`config.mk`:
```
export PLATFORM = sky130hd
export DESIGN_NAME = montgomery_precompute
export DESIGN_NICKNAME = d
export VERILOG_FILES = /design/src/rtl/montgomery_precompute.sv
export SDC_FILE = /design/constraint.sdc
export NUM_CORES = 1
export LEC_CHECK = 0
export ABC_AREA = 1
export CORE_ASPECT_RATIO = 0.7
export CORE_MARGIN = 1.5
export CORE_UTILIZATION = 50
export CTS_BUF_LIST = sky130_fd_sc_hd__clkbuf_4 sky130_fd_sc_hd__clkbuf_8
export CTS_CLUSTER_DIAMETER = 40
export CTS_CLUSTER_SIZE = 10
export DETAILED_ROUTE_END_ITERATION = 10
export PLACE_DENSITY_LB_ADDON = 0.1
export SYNTH_ARGS = -nofsm -noshare
export SYNTH_HDL_FRONTEND = slang
export SYNTH_SLANG_ARGS = --single-unit
```
`constraint.sdc`:
```
create_clock -name clk -period 11.7 [get_ports clk]
set_clock_uncertainty 0.1 [all_clocks]
set_input_delay 1.17 -clock clk [delete_from_list [all_inputs] [get_ports clk]]
set_output_delay 1.17 -clock clk [all_outputs]
set_load 0.02 [all_outputs]
```
`src/rtl/montgomery_precompute.sv`:
```
// montgomery_precompute: bit-serial R mod m / R^2 mod m setup for the Montgomery exponentiator
// Ports: clk, reset (async, active-high), start/m (request + modulus, sampled in IDLE),
// busy, done (one-cycle pulse), err (m even), r_mod_m, r2_mod_m, m_prime (-m^-1 mod R).
// Optional: define MONTGOMERY_PRECOMPUTE_MPRIME_EN to compute m_prime; otherwise it is 0.
module montgomery_precompute #(
  parameter int WORD_WIDTH = 32,
  parameter int CNT_WIDTH  = $clog2(2*WORD_WIDTH)+1
) (
  input  logic                  clk,
  input  logic                  reset,
  input  logic                  start,
  input  logic [WORD_WIDTH-1:0] m,
  output logic                  busy,
  output logic                  done,
  output logic                  err,
  output logic [WORD_WIDTH-1:0] r_mod_m,
  output logic [WORD_WIDTH-1:0] r2_mod_m,
  output logic [WORD_WIDTH-1:0] m_prime
);
  typedef enum logic [1:0] {IDLE, DBL, DONE} state_t;
  localparam logic [CNT_WIDTH-1:0] LAST_R = CNT_WIDTH'(WORD_WIDTH-1);
  localparam logic [CNT_WIDTH-1:0] LAST   = CNT_WIDTH'(2*WORD_WIDTH-1);
  state_t                r_state, w_next;
  logic [WORD_WIDTH-1:0] r_m, r_rs;
  logic [WORD_WIDTH:0]   r_acc, w_t, w_acc;
  logic [CNT_WIDTH-1:0]  r_cnt;
  logic                  r_err, w_acc_en, w_fin;
  // acc < m always, so doubling fits in WORD_WIDTH+1 bits and one subtract suffices
  always_comb begin
    w_t      = r_acc << 1;
    w_acc    = (w_t >= {1'b0, r_m}) ? w_t - {1'b0, r_m} : w_t;
    w_acc_en = r_state == IDLE && start;
    w_fin    = r_state == DBL && r_cnt == LAST;
    w_next   = r_state == IDLE ? (start ? DBL : IDLE) : r_state == DBL ? (w_fin ? DONE : DBL) : IDLE;
  end
  // An even modulus is parked on the last doubling step with acc=0, so it finishes
  // one cycle after acceptance through the same result path with zero results.
  always_ff @(posedge clk or posedge reset) begin
    if (reset) begin
      r_state  <= IDLE;
      busy     <= 1'b0;
      done     <= 1'b0;
      err      <= 1'b0;
      r_mod_m  <= '0;
      r2_mod_m <= '0;
      r_m      <= '0;
      r_rs     <= '0;
      r_acc    <= '0;
      r_cnt    <= '0;
      r_err    <= 1'b0;
    end else begin
      r_state <= w_next;
      busy    <= w_next == DBL;
      done    <= w_next == DONE;
      if (w_acc_en) begin
        r_m   <= m;
        r_err <= ~m[0];
        r_acc <= (WORD_WIDTH+1)'(m[0] && m != WORD_WIDTH'(1));
        r_cnt <= m[0] ? '0 : LAST;
        r_rs  <= '0;
      end else if (r_state == DBL) begin
        r_acc <= w_acc;
        r_cnt <= r_cnt + 1'b1;
        if (r_cnt == LAST_R) r_rs <= w_acc[WORD_WIDTH-1:0];
        if (w_fin) begin
          r_mod_m  <= r_rs;
          r2_mod_m <= w_acc[WORD_WIDTH-1:0];
          err      <= r_err;
        end
      end
    end
  end
`ifdef MONTGOMERY_PRECOMPUTE_MPRIME_EN
  logic [WORD_WIDTH:0]   r_h;
  logic [WORD_WIDTH-1:0] r_mp;
  // Hensel lifting: h stays <= m, so h + m fits in WORD_WIDTH+1 bits
  always_ff @(posedge clk or posedge reset) begin
    if (reset) begin
      r_h     <= '0;
      r_mp    <= '0;
      m_prime <= '0;
    end else if (w_acc_en) begin
      r_h  <= (WORD_WIDTH+1)'(1);
      r_mp <= '0;
    end else if (r_state == DBL) begin
      if (r_cnt < CNT_WIDTH'(WORD_WIDTH)) begin
        r_h  <= r_h[0] ? (r_h + {1'b0, r_m}) >> 1 : r_h >> 1;
        r_mp <= r_mp | (WORD_WIDTH'(r_h[0]) << r_cnt);
      end
      if (w_fin) m_prime <= r_mp;
    end
  end
`else
  assign m_prime = '0;
`endif
endmodule

```
==> flow_summary_export.csv <==
group,metric,value,unit
run_status,outcome,"complete, no violations",
synth,syn_inst,1400,
job,max_cap_violations,0,
final_layout,design_area,11700,µm²
synth,netlist_area,10300,µm²
sta,drv_slew,0,
route,vias,8746,
setup_path,cp_cell_sequence,"clkdlybuf4s50_1 -> nand2_1 -> nor2_4 -> buf_4 -> nor2_2 -> inv_2 -> nand4_1 -> nand2_1 -> inv_2 -> nand2_1 -> nand2_1",
floorplanning,die_area,21400,µm²
setup_path,crit_type,"primary input to register",
final_layout,diodes,0,
grt,grt_overflow,0,
sta,finalCritPeriodShare,0.354,
clocking,clkSlewWorstSetupHoldPaths,100,ps
grt,use_met3,0.0375,
power,p_leak,6.31,nW
floorplanning,die_y,123,µm
synth,netlist-cell-type-count,39,
route,postRouteAntennaNets,0,
floorplanning,die_w,174,µm
sta,finalCriticalPeriod,4150,ps
power,clkPwrFrac,0.403,
power,p_int,0.000772,W
setup_path,critPathSlowestCell,"nor2_2",
clocking,cts_tree,"done",
power,irDropWorstVdd,0.0557,mV
final_layout,drive_gt1_frac,0.0709,
sta,setup_tns,0,ps
grt,grt_antenna_before_repair,0,
synth,ys_seq_area_frac,0.421,
floorplanning,initial_core_util,0.515,
route,post_drt_wl_per_cell,15.0,µm
clocking,clock_latency,480,ps
clocking,cts.sinks,173,
sta,relSlewSlack,0.245,
synth,ys.flop_type,"dfrtp_1",
setup_path,end_kind,"register",
route,drtIter0Drc,787,
clocking,post_cts_buffers,0,
floorplanning,rows,43,
sta,final_hold_viol_count,0,
sta,final-setup-viol-count,0,
route,drc,0,
power,switching_share,0.273,
worst_hold_path,min_path_type,"register to register",
setup_path,cp_data_required_time,12010,ps
grt,grt_pass1_vias,8165,
placed_design,place_area,11300,µm²
synth,synth_edf_count,0,
power,pwr_density_cell,91.0,nW/µm²
synth,yosys.area.top_type,"dfrtp_1",
grt,grt_util_met2,0.394,
setup_path,crit_arrival,4450,ps
placed_design,gp_congestion,0.926,
route,vias_per_cell,4.95,
clocking,clk_path_buf_depth,2,
setup_path,cp-start-kind,"primary input",
final_layout,syn_to_final_growth,13.5,%
placed_design,io_buffers,101,
clocking,cts_resized,0,
floorplanning,core,20000,µm²
clocking,cts_buffers,17,
synth,synth_top_area_frac,0.421,
setup_path,crit_top_cell,"nand2_1",
sta,tightest_slew,1130,ps
synth,async_reset_ff_frac,1.00,
setup_path,critPathMaxFanout,73,
synth,yosysWarnings,0,
grt,grt_max_degree,80,
route,dr.pass1.iters,6,
power,switchingPower,0.000289,W
route,wirelength,26500,µm
clocking,ctsHoldBuffers,0,
grt,busiest_layer,"met2",
sta,rsz0062_at_grt,"false",
synth,synth-seq-cells,173,
sta,max_freq,241,MHz
final_layout,layout.nets,1552,
grt,grt_first_pass_wirelength,43000,µm
clocking,htreeDepth,4,
synth,avgSynthCellArea,7.34,µm²
power,seqPwrFrac,0.563,
power,p_comb_frac,0.034,
placed_design,dp_hpwl,19800,µm
grt,grtUsageTotal,0.259,
grt,met1_usage,0.390,
clocking,root_buffer,"clkbuf_8",
setup_path,slowest_delay,900,ps
synth,yosys-top-cells-area,"dfrtp_1 (42%), nand2_1 (20%), inv_1 (6.9%), nand3_1 (4.9%), ha_1 (4.0%)",
floorplanning,ioPinCount,134,
## kinds of logic after synthesis
logic type	synth area share
AOI/OAI and AO/OA	0.0555
xor gates and xnor gates	0.0136
adders and majority gates	0.0421
buffers and inverters	0.123
DFF	0.421
other	0.000365
and+or+nand+nor	0.344
## critical path: cells and delay by family
kind,cells,cell delay (ps)
and+or+nand+nor,7,1750
buffers and inverters,4,1500
## sequential cells by signal, summed over array words and instances (netlist names), 2 cells and up
register / flops
r_acc: 32
r_rs: 32
r_m: 32
r_mod_m: 32
r_cnt: 7
r_state: 2
r2_mod_m: 32
## Yosys cell counts, drive strengths merged, types with 5 or more instances
library cell and count:
nand2 574, inv 195, dfrtp 173, nand3 121, o21ai 78, nor2 68
buf 56, ha 33, a21oi 24, clkbuf 18, nand4 11, nand3b 10
xnor2 8, xor2 8, nor3 5
## layer usage
layer  wire length, µm  vias up
met5                 0        -
met4               178        0
met3              1350       15
met2             11600      207
met1             13400     4097
li1                  -     4427
## area by class of cell
| class | instances | area, µm² |
|---|---|---|
| clock buffer | 17 | 234 |
| clock inverter | 15 | 170 |
| fill | 1943 | 8300 |
| inverter | 195 | 737 |
| multi-input combinational | 989 | 4800 |
| sequential | 173 | 4330 |
| tap | 270 | 338 |
| timing repair buffer | 107 | 1060 |
## metrics by stage
stage | total power (W) | hold slack, ps | instances | setup slack [ps] | util
6_report | 0.00106 | 376 | 1766 | 7550 | 0.584
5_1_grt | 0.00110 | 402 | 1766 | 7270 | 0.584
4_1_cts | 0.00107 | 385 | 1766 | 7550 | 0.584
3_5_place_dp | 0.000646 | 363 | 1734 | 7070 | 0.564
3_3_place_gp | 0.000646 | 362 | 1734 | 7090 | 0.564
2_1_floorplan | 0.000636 | 342 | 1431 | 5740 | -
## final timing paths
check / startpoint / endpoint / slack, ps / cells after the start
setup / recovery: start / r_rs[28]$_DFFE_PP0P_ / 7550 / 11
hold / removal: r_rs[28]$_DFFE_PP0P_ / r_mod_m[28]$_DFFE_PP0P_ / 380 / 2
setup reg to reg: r_acc[5]$_DFFE_PP0P_ / r_acc[5]$_DFFE_PP0P_ / 7750 / 14
hold reg to reg: r_rs[28]$_DFFE_PP0P_ / r_mod_m[28]$_DFFE_PP0P_ / 380 / 2
max in group asynchronous: reset / r_acc[30]$_DFFE_PP0P_ / 8600 / 4
min in group asynchronous: reset / done$_DFF_PP0_ / 990 / 2
## power groups by stage
stage          Sequential [W]  Combinational (W)  Clock (W)
4_1_cts              0.000597          0.0000371   0.000434
5_1_grt              0.000598          0.0000408   0.000461
3_5_place_dp         0.000609          0.0000370          0
6_report             0.000597          0.0000362   0.000427
3_3_place_gp         0.000609          0.0000370          0
2_1_floorplan        0.000609          0.0000269          0
## placed cells by master, fill, tap and decap left out, types with 5 or more instances in the layout
cell type and instances:
nand2_1 555, inv_1 188, dfrtp_1 173, nand3_1 101, clkdlybuf4s50_1 101, o21ai_0 66, nor2_1 56, ha_1 33
conb_1 32, a21oi_1 23, nand2_2 18, nand3_2 17, clkbuf_8 17, nand4_1 11, nor2_2 10, o21ai_1 10
xor2_1 8, xnor2_1 8, inv_2 6, nand3b_4 6, buf_4 6, nor3_1 5, inv_8 5
Note: power is estimated with default switching activity, not from simulation.
